### src/rtl/mips_reg_writeback.sv
// Write-side front end of the MIPS register file: merges single-cycle pipeline
// writebacks with buffered long-latency results (loads, mult/div) into one write port.
module mips_reg_writeback #(
  parameter int DEPTH        = 4,
  parameter int STARVE_LIMIT = 8
) (
  input  logic                    clk,
  input  logic                    rst,
  input  logic                    pipe_wen,
  input  logic [4:0]              pipe_addr,
  input  logic [31:0]             pipe_data,
  input  logic                    ll_valid,
  output logic                    ll_ready,
  input  logic [4:0]              ll_addr,
  input  logic [31:0]             ll_data,
  input  logic [2:0]              ll_kind,
  input  logic [1:0]              ll_byte_off,
  output logic                    RegWrite,
  output logic [4:0]              WriteAddress,
  output logic [31:0]             DataIn,
  input  logic [4:0]              query_addr1,
  input  logic [4:0]              query_addr2,
  output logic                    query_hit1,
  output logic                    query_hit2,
  output logic                    stall_req,
  output logic [$clog2(DEPTH):0]  fifo_count
);

  localparam int AW = $clog2(DEPTH);
  localparam int CW = AW + 1;
  localparam int SW = $clog2(STARVE_LIMIT + 1);

  localparam logic [2:0] KIND_LB  = 3'd1;
  localparam logic [2:0] KIND_LBU = 3'd2;
  localparam logic [2:0] KIND_LH  = 3'd3;
  localparam logic [2:0] KIND_LHU = 3'd4;

  // Little-endian lane extraction; halfword selection ignores the low offset bit.
  function automatic logic [31:0] format_load(input logic [2:0]  kind,
                                              input logic [1:0]  off,
                                              input logic [31:0] raw);
    logic [31:0]        byte_sh;
    logic [31:0]        half_sh;
    logic signed [7:0]  b;
    logic signed [15:0] h;
    logic [31:0]        r;
    byte_sh = raw >> {off, 3'b000};
    half_sh = raw >> {off[1], 4'b0000};
    b = byte_sh[7:0];
    h = half_sh[15:0];
    case (kind)
      KIND_LB:  r = 32'(b);
      KIND_LBU: r = {24'd0, b};
      KIND_LH:  r = 32'(h);
      KIND_LHU: r = {16'd0, h};
      default:  r = raw;
    endcase
    return r;
  endfunction

  logic [4:0]     ent_addr_q [DEPTH];
  logic [31:0]    ent_data_q [DEPTH];
  logic [AW-1:0]  wr_ptr_q, wr_ptr_d;
  logic [AW-1:0]  rd_ptr_q, rd_ptr_d;
  logic [CW-1:0]  count_q, count_d;
  logic [SW-1:0]  starve_q, starve_d;
  logic           stall_q, stall_d;
  logic           regwrite_q, regwrite_d;
  logic [4:0]     waddr_q, waddr_d;
  logic [31:0]    wdata_q, wdata_d;

  logic           pipe_sel;
  logic           pop;
  logic           push;
  logic [31:0]    push_data;
  logic [DEPTH-1:0] ent_valid;

  assign pipe_sel  = pipe_wen && (pipe_addr != 5'd0);
  assign ll_ready  = (count_q < CW'(DEPTH));
  assign pop       = !pipe_sel && (count_q != '0);
  // Writes to r0 are architecturally dead, so they are acknowledged but never queued.
  assign push      = ll_valid && ll_ready && (ll_addr != 5'd0);
  assign push_data = format_load(ll_kind, ll_byte_off, ll_data);

  always_comb begin
    wr_ptr_d = wr_ptr_q + AW'(push);
    rd_ptr_d = rd_ptr_q + AW'(pop);
    count_d  = count_q + CW'(push) - CW'(pop);
  end

  always_comb begin
    regwrite_d = 1'b0;
    waddr_d    = waddr_q;
    wdata_d    = wdata_q;
    if (pipe_sel) begin
      regwrite_d = 1'b1;
      waddr_d    = pipe_addr;
      wdata_d    = pipe_data;
    end else if (pop) begin
      regwrite_d = 1'b1;
      waddr_d    = ent_addr_q[rd_ptr_q];
      wdata_d    = ent_data_q[rd_ptr_q];
    end
  end

  // The head starves only while the pipeline keeps the write port busy.
  always_comb begin
    starve_d = starve_q;
    if ((count_q == '0) || pop) begin
      starve_d = '0;
    end else if (starve_q != SW'(STARVE_LIMIT)) begin
      starve_d = starve_q + SW'(1);
    end
    stall_d = (starve_d == SW'(STARVE_LIMIT));
  end

  always_comb begin
    for (int i = 0; i < DEPTH; i++) begin
      ent_valid[i] = ({1'b0, AW'(i) - rd_ptr_q} < count_q);
    end
  end

  always_comb begin
    query_hit1 = regwrite_q && (waddr_q == query_addr1);
    query_hit2 = regwrite_q && (waddr_q == query_addr2);
    for (int i = 0; i < DEPTH; i++) begin
      if (ent_valid[i] && (ent_addr_q[i] == query_addr1)) query_hit1 = 1'b1;
      if (ent_valid[i] && (ent_addr_q[i] == query_addr2)) query_hit2 = 1'b1;
    end
    if (query_addr1 == 5'd0) query_hit1 = 1'b0;
    if (query_addr2 == 5'd0) query_hit2 = 1'b0;
  end

  always_ff @(posedge clk or negedge rst) begin
    if (!rst) begin
      wr_ptr_q   <= '0;
      rd_ptr_q   <= '0;
      count_q    <= '0;
      starve_q   <= '0;
      stall_q    <= 1'b0;
      regwrite_q <= 1'b0;
      waddr_q    <= '0;
      wdata_q    <= '0;
    end else begin
      wr_ptr_q   <= wr_ptr_d;
      rd_ptr_q   <= rd_ptr_d;
      count_q    <= count_d;
      starve_q   <= starve_d;
      stall_q    <= stall_d;
      regwrite_q <= regwrite_d;
      waddr_q    <= waddr_d;
      wdata_q    <= wdata_d;
    end
  end

  // Entry storage is qualified by the pointers, so it needs no reset.
  always_ff @(posedge clk) begin
    if (push) begin
      ent_addr_q[wr_ptr_q] <= ll_addr;
      ent_data_q[wr_ptr_q] <= push_data;
    end
  end

  assign RegWrite     = regwrite_q;
  assign WriteAddress = waddr_q;
  assign DataIn       = wdata_q;
  assign stall_req    = stall_q;
  assign fifo_count   = count_q;

endmodule

### config.mk
export PLATFORM = sky130hd
export DESIGN_NAME = mips_reg_writeback
export DESIGN_NICKNAME = d
export VERILOG_FILES = /design/src/rtl/mips_reg_writeback.sv
export SDC_FILE = /design/constraint.sdc
export NUM_CORES = 1
export LEC_CHECK = 0
export ABC_AREA = 1
export ABC_CLOCK_PERIOD_IN_PS = 5800
export CAP_MARGIN = 20
export CORE_MARGIN = 2
export CORE_UTILIZATION = 43
export DETAILED_ROUTE_END_ITERATION = 8
export PLACE_DENSITY_LB_ADDON = 0.3
export SKIP_CTS_REPAIR_TIMING = 1
export SYNTH_ARGS = -nofsm -noshare
export SYNTH_HDL_FRONTEND = slang
export SYNTH_SLANG_ARGS = --single-unit
### constraint.sdc
create_clock -name clk -period 5.8 [get_ports clk]
set_input_delay 0.58 -clock clk [delete_from_list [all_inputs] [get_ports clk]]
set_output_delay 0.58 -clock clk [all_outputs]
set_load 0.03 [all_outputs]
==> PnR_summary.wiki, run 1 <==
{| class="wikitable"
! Metric !! Value
|-
| Status || finished, final reports clean
|-
| Residual DRC count || 0
|-
| Required time worst endpoint || between 5 and 6 ns
|-
| Average wire per cell in the routed design || roughly 17 um
|-
| Initial antenna violation count || 0
|-
| Power density over cell area || 435 nW/um2
|-
| Detailed-router iteration count before antenna repair || 6
|-
| Final critical-path share of the clock period || roughly 59%
|-
| Worst-case register-to-register setup slack || 3.27 ns
|-
| Starting density of the core || 43.4%
|-
| Most frequently used cell type in the post-synthesis netlist || nand2_1
|-
| Antenna Nets Post-Route || 0
|-
| Critical Path Max Stage Delay || around 0.7 ns
|-
| Num Clock Sinks || around 200
|-
| Number of top-level pins || 138
|-
| Total Die Area || approximately 23000 um2
|-
| Biggest area contributors in the synthesized netlist || edfxtp_1 (47%), nand2_1 (14%), dfrtp_1 (13%)
|-
| Worst Path Class, Setup || register to primary output
|-
| Leakage Power || 4.62 nW
|-
| Minimum clock period || about 3.4 ns
|-
| Overall Power || slightly below 5 mW
|-
| Insertion delay to the later sink of the worst-skew pair || 0.43 ns
|-
| Cell with the largest stage delay on the worst path || clkdlybuf4s50_1
|-
| Total Routing Usage GR || 20.5%
|-
| Wire length of the first global-routing pass || roughly 36000 um
|-
| Horizontal die dimension || around 150 um
|-
| Setup repair after global routing missed its margin || no
|-
| Total number of vias || 7141
|-
| First-iteration detailed-routing DRC count || 475
|-
| FP Rows || 54
|-
| Number of standard cells in the final layout excluding fillers || ~1400
|-
| Area of combinational cells with multiple inputs || 3120 um2
|-
| Register bit count reported by yosys || about 200
|-
| Deepest clock path buffer count || 2
|-
| Reg-to-Reg Start || fifo_count[2]
|-
| Vias per cell || 5.22
|-
| Number of flops mapped to enable cells by yosys || around 150
|-
| Pin count of the biggest net entering global routing || 51
|-
| Synth Cell Area || roughly 9400 um2
|-
| Clock skew after layout || ~0.01 ns
|-
| Net count of the mapped netlist || ~1100
|-
| Deepest level of the CTS H-tree || 4
|-
| Warnings, synthesis || 0
|-
| Total stage count of the critical path || 11
|-
| Async set or reset register ratio after synthesis || between 20% and 30%
|-
| NumNets Final || 1176
|-
| Peak ir drop on the vdd network || around 0.00021 V
|-
| Slew of the pin with the lowest slew margin || approximately 1.1 ns
|-
| Kind of launch point of the worst setup path || register
|-
| Avg Inst Size Synth || about 10 um2
|-
| Achievable Freq || slightly below 300 MHz
|-
| Count of endpoints failing setup in the final report || 0
|-
| Number of buffers and inverters on the critical path || 2
|-
| Largest fanout of any net on the critical path || 6
|-
| Final RePlAce weighted congestion || between 0.9 and 1
|-
| Endpoint arrival time on the critical path || about 2.9 ns
|-
| Capture point of the worst reg-to-reg path || ent_addr_q[3][1]
|-
| Syn-to-layout area delta || 21.9%
|-
| Portion of the post-synthesis area used by sequential elements || roughly three fifths
|-
| CTS tree || done
|-
| Placed insts || between 1000 and 1500
|-
| Clock slew at the register clock pins of the worst setup and hold paths || roughly 0.080 ns
|-
| Final-layout fill cell count || between 1500 and 2000
|-
| Unique masters post-synth || 34
|-
| Max Transition Viols Final || 0
|-
| Combined flip-flop and latch cell area || roughly 5700 um2
|-
| Cell class contributing the biggest share of worst-path delay || buffers and inverters
|-
| Hold crit path type || input pin to asynchronous set/reset pin
|-
| Count of buffers inserted at the top-level ports || approximately 140
|-
| Area share of the leading cell type in the synthesized netlist || approximately 47%
|-
| Cell count of the worst reg-to-reg path || 4
|-
| Core Footprint || between 20000 and 25000 um2
|-
| Detailed Place HPWL || 15400 um
|-
| Cell taking the most area after synthesis || edfxtp_1
|-
| Commonest cells in the synthesized netlist || nand2_1 (346), edfxtp_1 (148), nand3_1 (69), inv_1 (62), dfrtp_1 (50)
|-
| MaxCap Viol Count || 0
|-
| Leftover overflow at the end of global routing || 0
|-
| Cell-by-cell listing of the critical path || nand2_1, nand2_1, ha_1, inv_1, nor2_1, a21oi_1, nand4_1, nand2_1, nor2_1, nor2_1, clkdlybuf4s50_1
|-
| Number of instances in the synthesized netlist || about 960
|-
| Remaining max-slew budget at the tightest pin || around 26%
|-
| CTS Buf Count || 17
|-
| Leading register cell type out of synthesis || edfxtp_1
|-
| Clock root buffer master || clkbuf_16
|-
| Final wirelength || between 20000 and 25000 um
|-
| Number of global-route vias before repair || around 6700
|-
| Critical Path Sink Type || primary output
|-
| Proportion of layout cells with a drive suffix above 1 || under 10%
|-
| Total Negative Setup Slacks || 0 ns
|-
| ANT cells || 0
|-
| Number of endpoints with negative hold slack in the final report || 0
|-
| Die boundary height || 152 um
|}
[metal layers]
| metal | wire [um] | global-route usage (%) | up-vias |
|---|---|---|---|
| met5 | 0 | 0 | - |
| li1 | - | - | 3440 |
| met4 | 276 | 5.42 | 0 |
| met1 | 9870 | 27.9 | 3398 |
| met3 | 1700 | 3.62 | 21 |
| met2 | 11200 | 34.2 | 282 |
[registers in the layout (all words and copies together) (netlist names)]
name and flops:
rd_ptr_q 2, RegWrite 1, wr_ptr_q 2, ent_addr_q 20, DataIn 32, stall_req 1, starve_q 4, ent_data_q 128
fifo_count 3, WriteAddress 5
[placed cells by master (no fill, tap or decap), drive strengths merged]
cell,n
nand4,27
o211ai,5
a21oi,17
xor2,19
clkinv,6
inv,81
xnor2,13
clkbuf,18
buf,8
o31ai,4
o22ai,1
ha,8
nor2,49
nand2,350
nand3,70
edfxtp,148
a22oi,28
fa,1
o21ai,37
clkdlybuf4s50,136
dfrtp,50
o221ai,1
nor3,10
[worst register-to-register path: cells and delay by family (launching register included)]
| family | cells | cell delay (ns) |
|---|---|---|
| buf+inv | 2 | 0.69 |
| simple gates | 2 | 1.01 |
| flops | 1 | 0.46 |
[area by class of cell]
cell class,instances,area share (%)
Multi-Input combinational cell,640,27.3
Sequential cell,198,49.8
Clock inverter,14,1.18
Inverter,73,2.40
Clock buffer,18,3.76
Timing Repair Buffer,144,12.4
Tap cell,280,3.07
[kinds of logic (layout without fill, tap and decap cells)]
kind of cell             Yosys count  count (layout)  share of synthesized area, %
AO/OA/AOI/OAI                     93              93                          6.21
AND/OR/NAND/NOR                  506             506                          22.6
adder cells (fa/ha/maj)            9               9                          1.28
XOR/XNOR                          32              32                          2.99
buffers and inverters            118             249                          6.14
flip-flops                       198             198                          60.8
[through the flow]
step | utilization [%] | cell area (um2) | hold slack [ns] | worst slack [ns]
global route | 52.8 | 11400 | 0.321 | 2.15
finish | 52.8 | 11400 | 0.255 | 2.37
detailed placement | 50.2 | 10900 | 0.468 | 2.52
floorplan | - | 9370 | 0.284 | 1.73
global placement | 50.2 | 10900 | 0.465 | 2.56
CTS | 52.8 | 11400 | 0.303 | 2.37
[power by group]
| part | switching, mW | internal (mW) | total (mW) |
|---|---|---|---|
| clock | 0.549 | 0.571 | 1.12 |
| sequential | 0.173 | 1.85 | 2.02 |
| combinational | 1.19 | 0.630 | 1.82 |
| total | 1.92 | 3.05 | 4.97 |
[worst max-delay path by stage]
stage,from,end,slack (ns)
final,rd_ptr_q[1],query_hit1,2.37
after global routing,rd_ptr_q[1],query_hit1,2.15
after CTS,rd_ptr_q[1],query_hit1,2.37
after detailed placement,pipe_addr[2],fifo_count[2],2.52
after global placement,pipe_addr[2],fifo_count[2],2.56
after floorplan,fifo_count[2],ent_addr_q[0][0],1.73
Note: power is estimated with default switching activity, not from simulation.
==> inputs of run 2 (changes only) <==
--- a/config.mk
+++ b/config.mk
@@ -6,7 +6,7 @@
 export NUM_CORES = 1
 export LEC_CHECK = 0
 export ABC_AREA = 1
-export ABC_CLOCK_PERIOD_IN_PS = 5800
+export ABC_CLOCK_PERIOD_IN_PS = 3500
 export CAP_MARGIN = 20
 export CORE_MARGIN = 2
 export CORE_UTILIZATION = 43
==> constraint.sdc (replaced) <==
create_clock -name clk -period 3.5 [get_ports clk]
set_input_delay 0.35 -clock clk [delete_from_list [all_inputs] [get_ports clk]]
set_output_delay 0.35 -clock clk [all_outputs]
set_load 0.03 [all_outputs]
==> PnR_summary.wiki, run 2 (synthesized netlist as in run 1, its figures left out) <==
{| class="wikitable"
! Metric !! Value
|-
| Status || complete, but fails checks
|-
| Failing checks || negative hold slack
|-
| Count of buffers inserted at the top-level ports || 137 (unchanged)
|-
| Minimum clock period || between 2 and 3 ns
|-
| Total stage count of the critical path || 11 (unchanged)
|-
| ANT cells || 0 (unchanged)
|-
| Number of flip-flops under the largest register name || 128 (unchanged)
|-
| Die boundary height || 152 um (unchanged)
|-
| NumNets Final || 1181 (+0.43%)
|-
| Hold crit path type || input pin to asynchronous set/reset pin
|-
| Leftover overflow at the end of global routing || 0 (unchanged)
|-
| Number of standard cells in the final layout excluding fillers || 1372 (+0.37%)
|-
| Residual DRC count || 0 (unchanged)
|-
| Minimum hold slack || -0.0184 ns (-0.274 ns)
|-
| Power density over cell area || 725 nW/um2 (+67%)
|-
| Number of top-level pins || 138 (unchanged)
|-
| Placed insts || 1340 (+0.37%)
|-
| Clock slew at the register clock pins of the worst setup and hold paths || 0.07 ns (about the same)
|-
| Syn-to-layout area delta || 22.6%
|-
| Num Clock Sinks || 198 (unchanged)
|-
| Final RePlAce weighted congestion || 0.891 (-1.4%)
|-
| Wire length of the first global-routing pass || 37100 um (+4.0%)
|-
| Worst-case register-to-register setup slack || 1.28 ns (-1.99 ns)
|-
| Detailed-router iteration count before antenna repair || 5 (-1)
|-
| Most flop-heavy register || ent_data_q
|-
| Achievable Freq || between 300 and 400 MHz
|-
| Number of endpoints with negative hold slack in the final report || 27 (+27)
|-
| Starting density of the core || 43.4% (unchanged)
|-
| Deepest level of the CTS H-tree || 4 (unchanged)
|-
| Endpoint arrival time on the critical path || 2.46 ns (-0.39 ns)
|-
| Count of endpoints failing setup in the final report || 0 (unchanged)
|-
| Final-layout fill cell count || 1945 (+0.99%)
|-
| Initial antenna violation count || 0 (unchanged)
|-
| FP Rows || 54 (unchanged)
|-
| Core Footprint || 21600 um2 (unchanged)
|-
| First-iteration detailed-routing DRC count || 512 (+7.8%)
|-
| Clock root buffer master || clkbuf_16
|-
| Largest fanout of any net on the critical path || 6 (unchanged)
|-
| Max Transition Viols Final || 0 (unchanged)
|-
| Total Routing Usage GR || 21.6% (+1.0 points)
|-
| Required time worst endpoint || 3.15 ns (-2.07 ns)
|-
| Remaining max-slew budget at the tightest pin || 48.4% (+22 points)
|-
| CTS tree || done
|-
| Proportion of layout cells with a drive suffix above 1 || 7.14% (+0.70 points)
|-
| Deepest clock path buffer count || 2 (unchanged)
|-
| CTS Buf Count || 17 (unchanged)
|-
| Total number of vias || 7125 (-0.22%)
|-
| Vias per cell || 5.19 (-0.59%)
|-
| Final critical-path share of the clock period || 80.2%
|-
| MaxCap Viol Count || 0 (unchanged)
|-
| Commonest non-fill, non-tap cells in the layout || nand2_1 (346), edfxtp_1 (148), clkdlybuf4s50_1 (134)
|-
| Peak ir drop on the vdd network || 0.000427 V (+99%)
|-
| Number of buffers and inverters on the critical path || 2 (unchanged)
|-
| Final wirelength || 23800 um (+3.3%)
|-
| Cell with the largest stage delay on the worst path || dfrtp_1
|-
| Total Die Area || 23000 um2 (unchanged)
|-
| Kind of launch point of the worst setup path || register
|-
| Average wire per cell in the routed design || 17.3 um (+3.0%)
|-
| Leakage Power || 4.66 nW (+0.89%)
|-
| Cell class contributing the biggest share of worst-path delay || simple AND/OR/NAND/NOR gates
|-
| Cell count of the worst reg-to-reg path || 8 (+4)
|-
| Core utilization of the finished layout || 53.1% (+0.30 points)
|-
| Number of global-route vias before repair || 6966 (+4.0%)
|-
| Slew of the pin with the lowest slew margin || 0.774 ns (-0.335 ns)
|-
| Pin count of the biggest net entering global routing || 40 (-22%)
|-
| Total Negative Setup Slacks || 0 ns (unchanged)
|-
| Detailed Place HPWL || 16100 um (+4.5%)
|-
| Reg-to-Reg Start || fifo_count[2]
|-
| Horizontal die dimension || 152 um (unchanged)
|-
| Critical Path Max Stage Delay || 0.53 ns (-0.15 ns)
|-
| Antenna Nets Post-Route || 0 (unchanged)
|-
| Cell-by-cell listing of the critical path || nand2_1, nand2_1, ha_1, inv_1, nor2_1, a21oi_1, nand4_1, nand2_1, nor2_1, nor2_1, buf_4
|-
| Leading cell type in the layout, fill and taps excluded || nand2_1
|-
| Capture point of the worst reg-to-reg path || fifo_count[2]
|-
| Critical Path Sink Type || primary output
|-
| Worst Path Class, Setup || register to primary output
|-
| Insertion delay to the later sink of the worst-skew pair || 0.44 ns (about the same)
|-
| Clock skew after layout || 0.00704 ns (-0.00287 ns)
|-
| Setup repair after global routing missed its margin || no
|}
run 2: cell count changes in the layout (fill, tap and decap cells not counted), sizes merged:
| cell | change |
|---|---|
| buf | +7 |
| clkdlybuf4s50 | -2 |
| clkinv | +1 |
| inv | -1 |
run 2: area by class of cell:
| cell class | instances | area, um2 | share of cell area, % |
|---|---|---|---|
| Inverter | 73 | 274 | 2.38 |
| Clock inverter | 14 | 156 | 1.36 |
| Clock buffer | 18 | 439 | 3.82 |
| Tap cell | 280 | 350 | 3.05 |
| Sequential cell | 198 | 5700 | 49.6 |
| Multi-Input combinational cell | 640 | 3120 | 27.2 |
| Timing Repair Buffer | 149 | 1450 | 12.6 |
run 2: power by group:
group / total [mW] / switching [mW] / internal (mW) / leakage, nW
sequential: 3.36 / 0.289 / 3.07 / 1.96
clock: 1.92 / 0.943 / 0.977 / 0.293
combinational: 3.05 / 2.00 / 1.05 / 2.40
run 2: worst register-to-register path: cells and delay by family, from the launching register on:
| family | cells | cell delay (ns) |
|---|---|---|
| DFF | 1 | 0.47 |
| xor gates and xnor gates | 3 | 0.61 |
| and+or+nand+nor | 1 | 0.30 |
| buffers and inverters | 2 | 0.24 |
| adders and majority gates | 2 | 0.54 |
run 2: worst max-delay path by stage:
| stage | startpoint | end | slack (ns) |
|---|---|---|---|
| detailed placement | ll_addr[4] | fifo_count[2] | 0.85 |
| CTS | rd_ptr_q[1] | query_hit1 | 0.71 |
| global placement | ll_addr[3] | fifo_count[2] | 0.92 |
| floorplan | fifo_count[2] | ent_addr_q[0][0] | -0.57 |
| global route | rd_ptr_q[0] | query_hit1 | 0.57 |
| finish | rd_ptr_q[1] | query_hit1 | 0.69 |
run 2: metal layers:
layer | share of wire (%) | GRT usage, % | up-vias | wire (um)
li1 | - | - | 3446 | -
met1 | 44 | 28.8 | 3420 | 10500
met2 | 49 | 36.5 | 240 | 11600
met3 | 5.8 | 3.65 | 19 | 1370
met4 | 1.3 | 6.06 | 0 | 310
met5 | 0 | 0 | - | 0
run 2: metrics by stage:
step	hold slack (ns)	instance area, um2	setup WS (ns)	power [mW]
final	-0.0184	11500	0.693	8.33
after floorplan	0.0544	9370	-0.572	5.34
after global placement	0.445	10900	0.918	6.42
after CTS	-0.0187	11500	0.707	8.40
after detailed placement	0.457	10900	0.849	6.49
after global routing	0.0142	11500	0.571	8.83
